[src/rtl/iob_axil_periph_bridge.sv]
// ---------------------------------------------------------------------------
// iob_axil_periph_bridge
//
// Bridges one IOb-native slave port onto N_SLAVES AXI-Lite master ports.
// The target is chosen by a select field in the IOb address. Only one
// transaction is in flight at a time. AXI error responses, decode misses and
// response timeouts are recorded in a sticky status register.
//
// Ports:
//   clk_i, arst_i, cke_i       clock, async active-high reset, clock enable
//   iob_avalid_i/ready_o       IOb request handshake (addr, wdata, wstrb)
//   iob_rvalid_o/rdata_o       IOb read response (one-cycle pulse)
//   err_o / err_clr_i          sticky status {timeout, miss, axi error}, clear
//   axil_aw*/w*/b*             per-slave AXI-Lite write channels
//   axil_ar*/r*                per-slave AXI-Lite read channels
// ---------------------------------------------------------------------------
module iob_axil_periph_bridge #(
   parameter int                ADDR_W      = 32,
   parameter int                DATA_W      = 32,
   parameter int                AXIL_ADDR_W = 22,
   parameter int                N_SLAVES    = 2,
   parameter int                SEL_W       = 3,
   parameter int                SEL_LSB     = 22,
   parameter int                TIMEOUT_W   = 10,
   parameter logic [DATA_W-1:0] ERR_RDATA   = 32'hDEADBEEF
) (
   input  logic                            clk_i,
   input  logic                            arst_i,
   input  logic                            cke_i,
   input  logic                            iob_avalid_i,
   input  logic [ADDR_W-1:0]               iob_addr_i,
   input  logic [DATA_W-1:0]               iob_wdata_i,
   input  logic [DATA_W/8-1:0]             iob_wstrb_i,
   output logic                            iob_ready_o,
   output logic                            iob_rvalid_o,
   output logic [DATA_W-1:0]               iob_rdata_o,
   output logic [2:0]                      err_o,
   input  logic                            err_clr_i,
   output logic [N_SLAVES-1:0]             axil_awvalid_o,
   input  logic [N_SLAVES-1:0]             axil_awready_i,
   output logic [N_SLAVES*AXIL_ADDR_W-1:0] axil_awaddr_o,
   output logic [N_SLAVES*3-1:0]           axil_awprot_o,
   output logic [N_SLAVES-1:0]             axil_wvalid_o,
   input  logic [N_SLAVES-1:0]             axil_wready_i,
   output logic [N_SLAVES*DATA_W-1:0]      axil_wdata_o,
   output logic [N_SLAVES*DATA_W/8-1:0]    axil_wstrb_o,
   input  logic [N_SLAVES-1:0]             axil_bvalid_i,
   output logic [N_SLAVES-1:0]             axil_bready_o,
   input  logic [N_SLAVES*2-1:0]           axil_bresp_i,
   output logic [N_SLAVES-1:0]             axil_arvalid_o,
   input  logic [N_SLAVES-1:0]             axil_arready_i,
   output logic [N_SLAVES*AXIL_ADDR_W-1:0] axil_araddr_o,
   output logic [N_SLAVES*3-1:0]           axil_arprot_o,
   input  logic [N_SLAVES-1:0]             axil_rvalid_i,
   output logic [N_SLAVES-1:0]             axil_rready_o,
   input  logic [N_SLAVES*DATA_W-1:0]      axil_rdata_i,
   input  logic [N_SLAVES*2-1:0]           axil_rresp_i
);

   localparam int STRB_W = DATA_W / 8;

   typedef enum logic [2:0] {
      ST_IDLE,
      ST_WADDR,
      ST_WRESP,
      ST_RADDR,
      ST_RDATA
   } stateT;

   stateT                  r_state;
   logic [N_SLAVES-1:0]    r_selOh;
   logic [AXIL_ADDR_W-1:0] r_addr;
   logic [DATA_W-1:0]      r_wdata;
   logic [STRB_W-1:0]      r_wstrb;
   logic [TIMEOUT_W-1:0]   r_timeoutCnt;
   logic                   r_ready;
   logic                   r_rvalid;
   logic [DATA_W-1:0]      r_rdata;
   logic [2:0]             r_err;
   logic                   r_awvalid;
   logic                   r_wvalid;
   logic                   r_bready;
   logic                   r_arvalid;
   logic                   r_rready;

   logic [SEL_W-1:0]       w_sel;
   logic [N_SLAVES-1:0]    w_selOh;
   logic                   w_miss;
   logic                   w_isWrite;
   logic                   w_accept;
   logic [1:0]             w_bresp;
   logic [1:0]             w_rresp;
   logic [DATA_W-1:0]      w_rdata;
   logic                   w_awHs;
   logic                   w_wHs;
   logic                   w_bHs;
   logic                   w_arHs;
   logic                   w_rHs;
   logic [TIMEOUT_W-1:0]   w_cntNext;
   logic                   w_timeout;
   logic [2:0]             w_errSet;
   logic                   w_unusedAddr;

   // Only the low address bits and the select field matter; the rest of the
   // IOb address is folded here so it is visibly consumed.
   assign w_unusedAddr = ^iob_addr_i;

   assign w_sel     = iob_addr_i[SEL_LSB +: SEL_W];
   assign w_miss    = ~|w_selOh;
   assign w_isWrite = |iob_wstrb_i;
   assign w_accept  = (r_state == ST_IDLE) && iob_avalid_i && r_ready;

   // One-hot slave decode of the incoming request; an all-zero result means
   // the select field points past the last populated slave.
   always_comb begin
      w_selOh = '0;
      for (int k = 0; k < N_SLAVES; k++)
         w_selOh[k] = (w_sel == SEL_W'(k));
   end

   // Response fields of the slave latched at acceptance.
   always_comb begin
      w_bresp = '0;
      w_rresp = '0;
      w_rdata = '0;
      for (int k = 0; k < N_SLAVES; k++) begin
         if (r_selOh[k]) begin
            w_bresp = axil_bresp_i[2*k +: 2];
            w_rresp = axil_rresp_i[2*k +: 2];
            w_rdata = axil_rdata_i[DATA_W*k +: DATA_W];
         end
      end
   end

   assign w_awHs = r_awvalid && |(axil_awready_i & r_selOh);
   assign w_wHs  = r_wvalid  && |(axil_wready_i  & r_selOh);
   assign w_bHs  = r_bready  && |(axil_bvalid_i  & r_selOh);
   assign w_arHs = r_arvalid && |(axil_arready_i & r_selOh);
   assign w_rHs  = r_rready  && |(axil_rvalid_i  & r_selOh);

   // The timeout fires on the waiting cycle that would bring the counter to
   // all-ones. A B or R handshake landing in that same cycle has already been
   // seen by the slave, so completion takes priority over abandoning.
   assign w_cntNext = r_timeoutCnt + TIMEOUT_W'(1);
   assign w_timeout = (r_state != ST_IDLE) && (&w_cntNext) && !(w_bHs || w_rHs);

   assign w_errSet[0] = (w_bHs && (w_bresp != 2'b00)) || (w_rHs && (w_rresp != 2'b00));
   assign w_errSet[1] = w_accept && w_miss;
   assign w_errSet[2] = w_timeout;

   // Main controller: every output is a register, decoded per slave below.
   always_ff @(posedge clk_i or posedge arst_i) begin
      if (arst_i) begin
         r_state      <= ST_IDLE;
         r_selOh      <= '0;
         r_addr       <= '0;
         r_wdata      <= '0;
         r_wstrb      <= '0;
         r_timeoutCnt <= '0;
         r_ready      <= 1'b1;
         r_rvalid     <= 1'b0;
         r_rdata      <= '0;
         r_err        <= 3'b000;
         r_awvalid    <= 1'b0;
         r_wvalid     <= 1'b0;
         r_bready     <= 1'b0;
         r_arvalid    <= 1'b0;
         r_rready     <= 1'b0;
      end else if (cke_i) begin
         r_rvalid <= 1'b0;
         r_err    <= (err_clr_i ? 3'b000 : r_err) | w_errSet;
         if (r_state != ST_IDLE)
            r_timeoutCnt <= w_cntNext;
         if (w_timeout) begin
            r_awvalid <= 1'b0;
            r_wvalid  <= 1'b0;
            r_bready  <= 1'b0;
            r_arvalid <= 1'b0;
            r_rready  <= 1'b0;
            r_ready   <= 1'b1;
            r_state   <= ST_IDLE;
            if (r_state == ST_RADDR || r_state == ST_RDATA) begin
               r_rvalid <= 1'b1;
               r_rdata  <= ERR_RDATA;
            end
         end else begin
            case (r_state)
               ST_IDLE: begin
                  if (w_accept) begin
                     r_timeoutCnt <= '0;
                     r_selOh      <= w_selOh;
                     r_addr       <= iob_addr_i[AXIL_ADDR_W-1:0];
                     r_wdata      <= iob_wdata_i;
                     r_wstrb      <= iob_wstrb_i;
                     if (w_miss) begin
                        if (!w_isWrite) begin
                           r_rvalid <= 1'b1;
                           r_rdata  <= ERR_RDATA;
                        end
                     end else if (w_isWrite) begin
                        r_ready   <= 1'b0;
                        r_awvalid <= 1'b1;
                        r_wvalid  <= 1'b1;
                        r_state   <= ST_WADDR;
                     end else begin
                        r_ready   <= 1'b0;
                        r_arvalid <= 1'b1;
                        r_state   <= ST_RADDR;
                     end
                  end
               end
               ST_WADDR: begin
                  if (w_awHs) r_awvalid <= 1'b0;
                  if (w_wHs)  r_wvalid  <= 1'b0;
                  if ((!r_awvalid || w_awHs) && (!r_wvalid || w_wHs)) begin
                     r_bready <= 1'b1;
                     r_state  <= ST_WRESP;
                  end
               end
               ST_WRESP: begin
                  if (w_bHs) begin
                     r_bready <= 1'b0;
                     r_ready  <= 1'b1;
                     r_state  <= ST_IDLE;
                  end
               end
               ST_RADDR: begin
                  if (w_arHs) begin
                     r_arvalid <= 1'b0;
                     r_rready  <= 1'b1;
                     r_state   <= ST_RDATA;
                  end
               end
               ST_RDATA: begin
                  if (w_rHs) begin
                     r_rready <= 1'b0;
                     r_rdata  <= w_rdata;
                     r_rvalid <= 1'b1;
                     r_ready  <= 1'b1;
                     r_state  <= ST_IDLE;
                  end
               end
               default: r_state <= ST_IDLE;
            endcase
         end
      end
   end

   assign iob_ready_o  = r_ready;
   assign iob_rvalid_o = r_rvalid;
   assign iob_rdata_o  = r_rdata;
   assign err_o        = r_err;

   assign axil_awvalid_o = {N_SLAVES{r_awvalid}} & r_selOh;
   assign axil_wvalid_o  = {N_SLAVES{r_wvalid}}  & r_selOh;
   assign axil_bready_o  = {N_SLAVES{r_bready}}  & r_selOh;
   assign axil_arvalid_o = {N_SLAVES{r_arvalid}} & r_selOh;
   assign axil_rready_o  = {N_SLAVES{r_rready}}  & r_selOh;
   assign axil_awaddr_o  = {N_SLAVES{r_addr}};
   assign axil_araddr_o  = {N_SLAVES{r_addr}};
   assign axil_wdata_o   = {N_SLAVES{r_wdata}};
   assign axil_wstrb_o   = {N_SLAVES{r_wstrb}};
   assign axil_awprot_o  = '0;
   assign axil_arprot_o  = '0;

endmodule

[config.mk]
export PLATFORM = sky130hd
export DESIGN_NAME = iob_axil_periph_bridge
export DESIGN_NICKNAME = d
export VERILOG_FILES = /design/src/rtl/iob_axil_periph_bridge.sv
export SDC_FILE = /design/constraint.sdc
export NUM_CORES = 1
export LEC_CHECK = 0
export ABC_AREA = 1
export ABC_CLOCK_PERIOD_IN_PS = 3800
export BUFFER_PORTS_ARGS = -buffer_cell sky130_fd_sc_hd__buf_2
export CORE_ASPECT_RATIO = 0.75
export CORE_MARGIN = 10
export CORE_UTILIZATION = 46
export CTS_BUF_LIST = sky130_fd_sc_hd__clkbuf_8
export DETAILED_ROUTE_END_ITERATION = 6
export PLACE_DENSITY = 0.93
export SLEW_MARGIN = 20
export SYNTH_ARGS = -nofsm -noshare
export SYNTH_HDL_FRONTEND = slang
export SYNTH_SLANG_ARGS = --single-unit
[constraint.sdc]
create_clock -name clk_i -period 3.8 [get_ports clk_i]
set_input_delay 0.38 -clock clk_i [delete_from_list [all_inputs] [get_ports clk_i]]
set_output_delay 0.38 -clock clk_i [all_outputs]
set_load 0.02 [all_outputs]
Word-level counts from Yosys, hierarchy flattened
Cells that the tools add are included.
- add/subtract/negate cells: 1
- equality and inequality tests: 17
- multiplexer cells: 63
- bitwise gates (word level): 12
- reductions and logical operators: 50
- operator list (operator ; number):
    $mux 32 ; 8
    $pmux 32 s2 ; 1
    $mux 10 ; 4
    $ne 3x3->1 const B ; 11
    $mux 1 ; 29
    $mux 3 ; 8
    $reduce_and 6->1 ; 4
    $and 2x2->2 ; 10
    $reduce_bool 3->1 ; 6
    $pmux 3 s5 ; 1
    $reduce_and 7->1 ; 2
    $logic_and 1x1->1 ; 13
    $pmux 1 s2 ; 6
    $reduce_and 4->1 ; 3
    $reduce_or 2->1 ; 6
    $add 10x1->10 const B ; 1
    $mux 2 ; 5
    $reduce_and 10->1 ; 1
    $eq 3x1->1 const B ; 2
    $eq 3x2->1 const B ; 2
    $logic_not 3->1 ; 2
    $logic_or 1x1->1 ; 5
    $logic_not 1->1 ; 4
    $reduce_bool 2->1 ; 2
    other kinds (7) ; 7
- bits in registers: 115
- bits of input ports: 155
- output and inout bits: 219
- logic and storage cells: 158

Logic depth before layout (Yosys ltp)
- depth after elaboration: 8
- gate-level depth with buffers: 16
- mapped depth without buffers: 16

Worst setup path before layout
OpenSTA, ideal clock, no wires.
- kind: register -> register
- from: register r_timeoutCnt[0]
- to: register r_rdata[26], in the netlist iob_rdata_o[26]
- setup time: 0.121 ns
- arrival time: 1.848 ns
- required time: 3.679 ns
- path slack: 1.832 ns
- stages on the path, launching flop included: 16
- path buffers: 2
- clock period less this slack: 1.968 ns
- cells stage by stage: dfrtp_1 ha_1 nand2_2 inv_2 nand2_1 nand2_1 inv_2 nand2_2 nor2_2 nand3_1 nor2_1 nand2_1 a21oi_4 buf_8 buf_6 o21ai_1
- longest elaborated chain between the ends: 6
- elaborated cells on any way between the ends: 12
- classes of those cells: 1 x add/sub; 5 x eq/ne; 1 x mux; 5 x reduce/logical
- ends and longest elaborated chain (item ; line ; RTL):
    start: declaration ; 75 ; logic [TIMEOUT_W-1:0] r_timeoutCnt;
    start signal: assignment ; 173 ; r_timeoutCnt <= w_cntNext;
    $add 10x1->10 (*) ; 144 ; assign w_cntNext = r_timeoutCnt + TIMEOUT_W'(1);
    $reduce_and 10->1 (*) ; 145 ; assign w_timeout = (r_state != ST_IDLE) && (&w_cntNext) && !(w_bHs || w_rHs);
    $logic_and 1x1->1 (*) (2 in series) ; 145 ;
    $ne 3x3->1 (no line) (tied with other cells) ; - ;
    $reduce_and 7->1 (no line) ; - ;
    end signal: assignment ; 237 ; r_rdata <= w_rdata;
    end: declaration ; 78 ; logic [DATA_W-1:0] r_rdata;
Every way passes the cells marked *; elsewhere a longest branch is shown, timed or not.
A chain may end at the register's enable or synchronous reset.

Worst setup path after layout
- from: register r_selOh[1]
- to: register r_rdata[26], in the netlist iob_rdata_o[26]
- longest elaborated chain between the ends: 8
- elaborated cells on any way between the ends: 20
- classes of those cells: 5 x eq/ne; 4 x mux; 2 x bitwise; 9 x reduce/logical
- ends and longest elaborated chain (item ; line ; RTL):
    start: declaration ; 71 ; logic [N_SLAVES-1:0] r_selOh;
    start signal: assignment ; 191 ; r_selOh <= w_selOh;
    $and 2x2->2, on equally long branches ; 137, 139 ;
    $reduce_or 2->1, on equally long branches ; 137, 139 ;
    $logic_and 1x1->1, on equally long branches ; 137, 139 ;
    $logic_or 1x1->1 ; 145 ;
    $logic_not 1->1 ; 145 ;
    $logic_and 1x1->1 ; 145 ;
    $ne 3x3->1 (no line) (tied with other cells) ; - ;
    $reduce_and 7->1 (no line) ; - ;
Parallel ways exist; a longest one is shown, timed or not. The select of a mux whose other input is x is not followed.

==> impl_metrics.xml <==
<?xml version="1.0" encoding="UTF-8"?>
<metrics>
  <group name="yosys">
    <metric name="ys_ff_latch" unit="">115</metric>
    <metric name="post_synth_num_cell_types" unit="">37</metric>
    <metric name="netlist_area" unit="mm²">0.006741</metric>
    <metric name="per_instance_average_area_after_synthesis" unit="µm²">7.894</metric>
    <metric name="synth_flop_cell" unit="">dfrtp_1</metric>
    <metric name="synth-async-reset-ratio" unit="">1.000</metric>
    <metric name="part_of_the_yosys_area_used_for_sequential_elements" unit="">0.4271</metric>
    <metric name="synth_edf_count" unit="">0</metric>
    <metric name="synth.yosys.warnings" unit="">0</metric>
    <metric name="syn-instance-count" unit="">854</metric>
  </group>
  <group name="routing">
    <metric name="antenna_violating_nets_post_route" unit="">0</metric>
    <metric name="via_count_of_the_routed_design" unit="">6200</metric>
    <metric name="drc" unit="">0</metric>
    <metric name="detailedRoute.firstPassIterationCount" unit="">5</metric>
    <metric name="totalWireLength" unit="µm">21350</metric>
    <metric name="post_drt_wl_per_cell" unit="µm">16.28</metric>
    <metric name="post_drt_via_cell_ratio" unit="">4.726</metric>
    <metric name="dr.first_iter.drc_count" unit="">387</metric>
  </group>
  <group name="worst_setup_path">
    <metric name="worst_reg2reg_path_startpoint" unit="">r_selOh[1]</metric>
    <metric name="startpoint_type" unit="">flip-flop</metric>
    <metric name="cp.required" unit="ns">4.13</metric>
    <metric name="r2r_cells" unit="">13</metric>
    <metric name="crit_arrival" unit="ns">2.93</metric>
    <metric name="critical_path_class" unit="">flip-flop to flip-flop</metric>
    <metric name="r2r_setup_slack" unit="ns">1.20</metric>
    <metric name="crit_path_end_kind" unit="">flip-flop</metric>
    <metric name="startpoint" unit="">r_selOh[1]</metric>
    <metric name="worst_r2r_endpoint" unit="">iob_rdata_o[26]</metric>
    <metric name="critical_path.max_fanout" unit="">56</metric>
  </group>
  <group name="pwr">
    <metric name="power.density" unit="mW/mm²">850.0</metric>
    <metric name="power_share_of_the_sequential_group" unit="">0.306</metric>
    <metric name="clock_power_share" unit="">0.161</metric>
    <metric name="sw_frac_of_total" unit="">0.4989</metric>
    <metric name="ir_drop_worst_case_vdd" unit="V">0.0003837</metric>
    <metric name="total_leakage_power" unit="nW">4.789</metric>
    <metric name="comb_power_share" unit="">0.532</metric>
    <metric name="p_switching" unit="mW">3.480</metric>
    <metric name="cell_internal_pwr" unit="mW">3.495</metric>
    <metric name="p_total" unit="mW">6.975</metric>
  </group>
  <group name="global_route">
    <metric name="grt_util_all_layers" unit="">0.2049</metric>
    <metric name="wire_length_of_the_first_global_routing_pass" unit="µm">33570</metric>
    <metric name="grt_pass1_vias" unit="">6394</metric>
    <metric name="grt_max_degree" unit="">84</metric>
    <metric name="globalRouteOverflowTotal" unit="">0</metric>
    <metric name="number_of_antenna_violations_at_the_first_check_in_global_routing" unit="">2</metric>
  </group>
  <group name="placement">
    <metric name="place_inst" unit="">1280</metric>
    <metric name="dp.final_hpwl" unit="µm">16830</metric>
    <metric name="place.gp.congestion" unit="">0.9246</metric>
    <metric name="place.port_buffers" unit="">354</metric>
  </group>
  <group name="sta">
    <metric name="report.final.hold_viol_count" unit="">0</metric>
    <metric name="drv_slew" unit="">0</metric>
    <metric name="final-setup-viol-count" unit="">0</metric>
    <metric name="fin_skew" unit="ns">0.01831</metric>
    <metric name="post-route-period-util" unit="">0.6850</metric>
    <metric name="hold_ws" unit="ns">0.09556</metric>
    <metric name="slew_at_the_pin_closest_to_its_max_slew_limit" unit="ns">0.9917</metric>
    <metric name="period_needed" unit="ns">2.603</metric>
    <metric name="setup_total_negative_slack" unit="ns">0</metric>
    <metric name="setup_repair_after_global_routing_missed_its_margin" unit="">no</metric>
    <metric name="max-slew-margin-rel" unit="">0.3389</metric>
    <metric name="fmax" unit="GHz">0.3842</metric>
  </group>
  <group name="clock_network">
    <metric name="cts_htree_levels" unit="">4</metric>
    <metric name="cts_root_buf" unit="">clkbuf_8</metric>
    <metric name="cts_inserted_buffers" unit="">17</metric>
    <metric name="worstSkewPairLatency" unit="ns">0.42</metric>
    <metric name="clock_sinks" unit="">115</metric>
    <metric name="cts-resized-gates" unit="">0</metric>
    <metric name="cts_hold_buf" unit="">0</metric>
    <metric name="postCtsSetupBuffers" unit="">0</metric>
    <metric name="cts_tree" unit="">yes</metric>
    <metric name="cts.clk_slew.worst_paths" unit="ns">0.08</metric>
    <metric name="cts-root-to-sink-buffers" unit="">2</metric>
  </group>
  <group name="floorplan">
    <metric name="floorplan.io_pins" unit="">374</metric>
    <metric name="fp-row-count" unit="">38</metric>
    <metric name="floorplan.core_area" unit="mm²">0.01441</metric>
    <metric name="die_height" unit="µm">124.8</metric>
    <metric name="initial_standard_cell_utilization_of_the_core" unit="">0.4680</metric>
    <metric name="die-area" unit="mm²">0.01995</metric>
    <metric name="die-width" unit="µm">159.8</metric>
  </group>
  <group name="status">
    <metric name="outcome" unit="">finished, final reports clean</metric>
  </group>
  <group name="job">
    <metric name="drv.max_cap_violation_count" unit="">0</metric>
  </group>
  <group name="cells_and_area">
    <metric name="drive_gt1_frac" unit="">0.4252</metric>
    <metric name="final_net_count" unit="">1256</metric>
    <metric name="finalNonFillerCells" unit="">1312</metric>
    <metric name="area_growth" unit="%">21.71</metric>
    <metric name="layout.core_utilization" unit="">0.5696</metric>
  </group>
  <group name="worst_hold_path">
    <metric name="worst_hold_path_type" unit="">input pin to asynchronous set/reset pin</metric>
  </group>
</metrics>
metrics by stage:
stage          setup slack, ns  area (µm²)
6_report                 1.197        8205
5_1_grt                 0.9318        8203
4_1_cts                  1.184        8198
3_5_place_dp             1.215        7812
3_3_place_gp             1.282        7812
2_1_floorplan           0.3776        6783
cell type report:
type / instances / area (µm²)
Fill cell: 1342 / 6201
Clock buffer: 20 / 275.3
Sequential cell: 115 / 2879
Antenna cell: 2 / 5.005
Tap cell: 200 / 250.2
Timing Repair Buffer: 360 / 1829
Inverter: 89 / 339.1
Clock inverter: 10 / 110.1
Multi-Input combinational cell: 516 / 2517
cell usage after synthesis (5+ instances only):
master / number / area share
o22ai_1: 5 / 0.0046
nand3_1: 26 / 0.019
inv_1: 81 / 0.045
o21ai_1: 6 / 0.0045
clkbuf_1: 17 / 0.0095
a21oi_1: 7 / 0.0052
a22oi_1: 34 / 0.038
o21ai_0: 12 / 0.0089
nor2_2: 5 / 0.0046
inv_2: 7 / 0.0039
buf_2: 6 / 0.0045
buf_4: 116 / 0.13
nand2_1: 283 / 0.16
o21ai_2: 28 / 0.036
dfrtp_1: 114 / 0.42
nor3_1: 6 / 0.0045
nand2_2: 31 / 0.029
nor2_1: 37 / 0.021
how the worst max path moves through the flow:
stage / to / cells after the start
2_1_floorplan: err_o[0] / 1
3_3_place_gp: iob_rdata_o[1] / 13
3_5_place_dp: iob_rdata_o[28] / 13
4_1_cts: iob_rdata_o[1] / 13
5_1_grt: iob_rdata_o[20] / 13
6_report: iob_rdata_o[26] / 13
cell usage in the layout, fill, tap and decap left out, drive strengths merged:
cell type,netlist,layout
a22oi,34,34
buf,128,360
dfstp,1,1
and2,1,1
o22ai,5,5
nand3,30,30
nor2,45,45
ha,2,2
a21o,1,1
diode,0,2
nor4,1,1
o21bai,3,3
a22o,2,2
o21ai,46,46
inv,88,89
conb,1,12
a21boi,1,1
clkinv,1,5
a31oi,3,3
a32o,1,1
bufinv,0,2
nand2,314,314
nor3,6,6
dfrtp,114,114
clkbuf,17,20
o31ai,1,1
a21oi,8,8
clkinvlp,0,3
critical path: stages, from the launching register on:
cell     delay, ns
dfrtp_1       0.43
buf_4         0.29
nand3_1       0.16
nand2_2       0.12
nor2_4        0.12
nand2_2       0.06
nor2_2        0.09
nand3_1       0.09
nor2_1        0.10
nand2_1       0.09
a21oi_4       0.39
buf_12        0.35
nand2_1       0.09
o21ai_1       0.10
registers in the layout (all words and copies together) (netlist names), 2 cells and up:
register / cells
iob_rdata_o: 32
r_state: 3
err_o: 3
r_selOh: 2
r_wdata: 32
r_wstrb: 4
r_addr: 22
r_timeoutCnt: 10
power groups by stage:
stage,clock (mW),sequential (mW),combinational (mW)
4_1_cts,1.16,2.13,3.76
5_1_grt,1.20,2.21,4.05
6_report,1.12,2.14,3.71
3_5_place_dp,0,2.14,3.76
2_1_floorplan,0,2.54,2.51
3_3_place_gp,0,2.11,3.66
kinds of logic (layout without fill, tap and decap cells):
group | count (synthesis) | after routing | synth area share
AOI/OAI and AO/OA | 105 | 105 | 0.1134
adders and majority gates | 2 | 2 | 0.003711
and+or+nand+nor | 397 | 397 | 0.2481
DFF | 115 | 115 | 0.4271
buffers and inverters | 234 | 479 | 0.2071
other | 1 | 14 | 0.0005563
layer usage:
metal,vias up,share of wire,track usage
met5,-,0.00061,0
met4,2,0.018,0.07435
met3,27,0.078,0.06341
met2,255,0.51,0.3615
met1,2892,0.39,0.2279
li1,3024,-,-
Note: power is estimated with default switching activity, not from simulation.
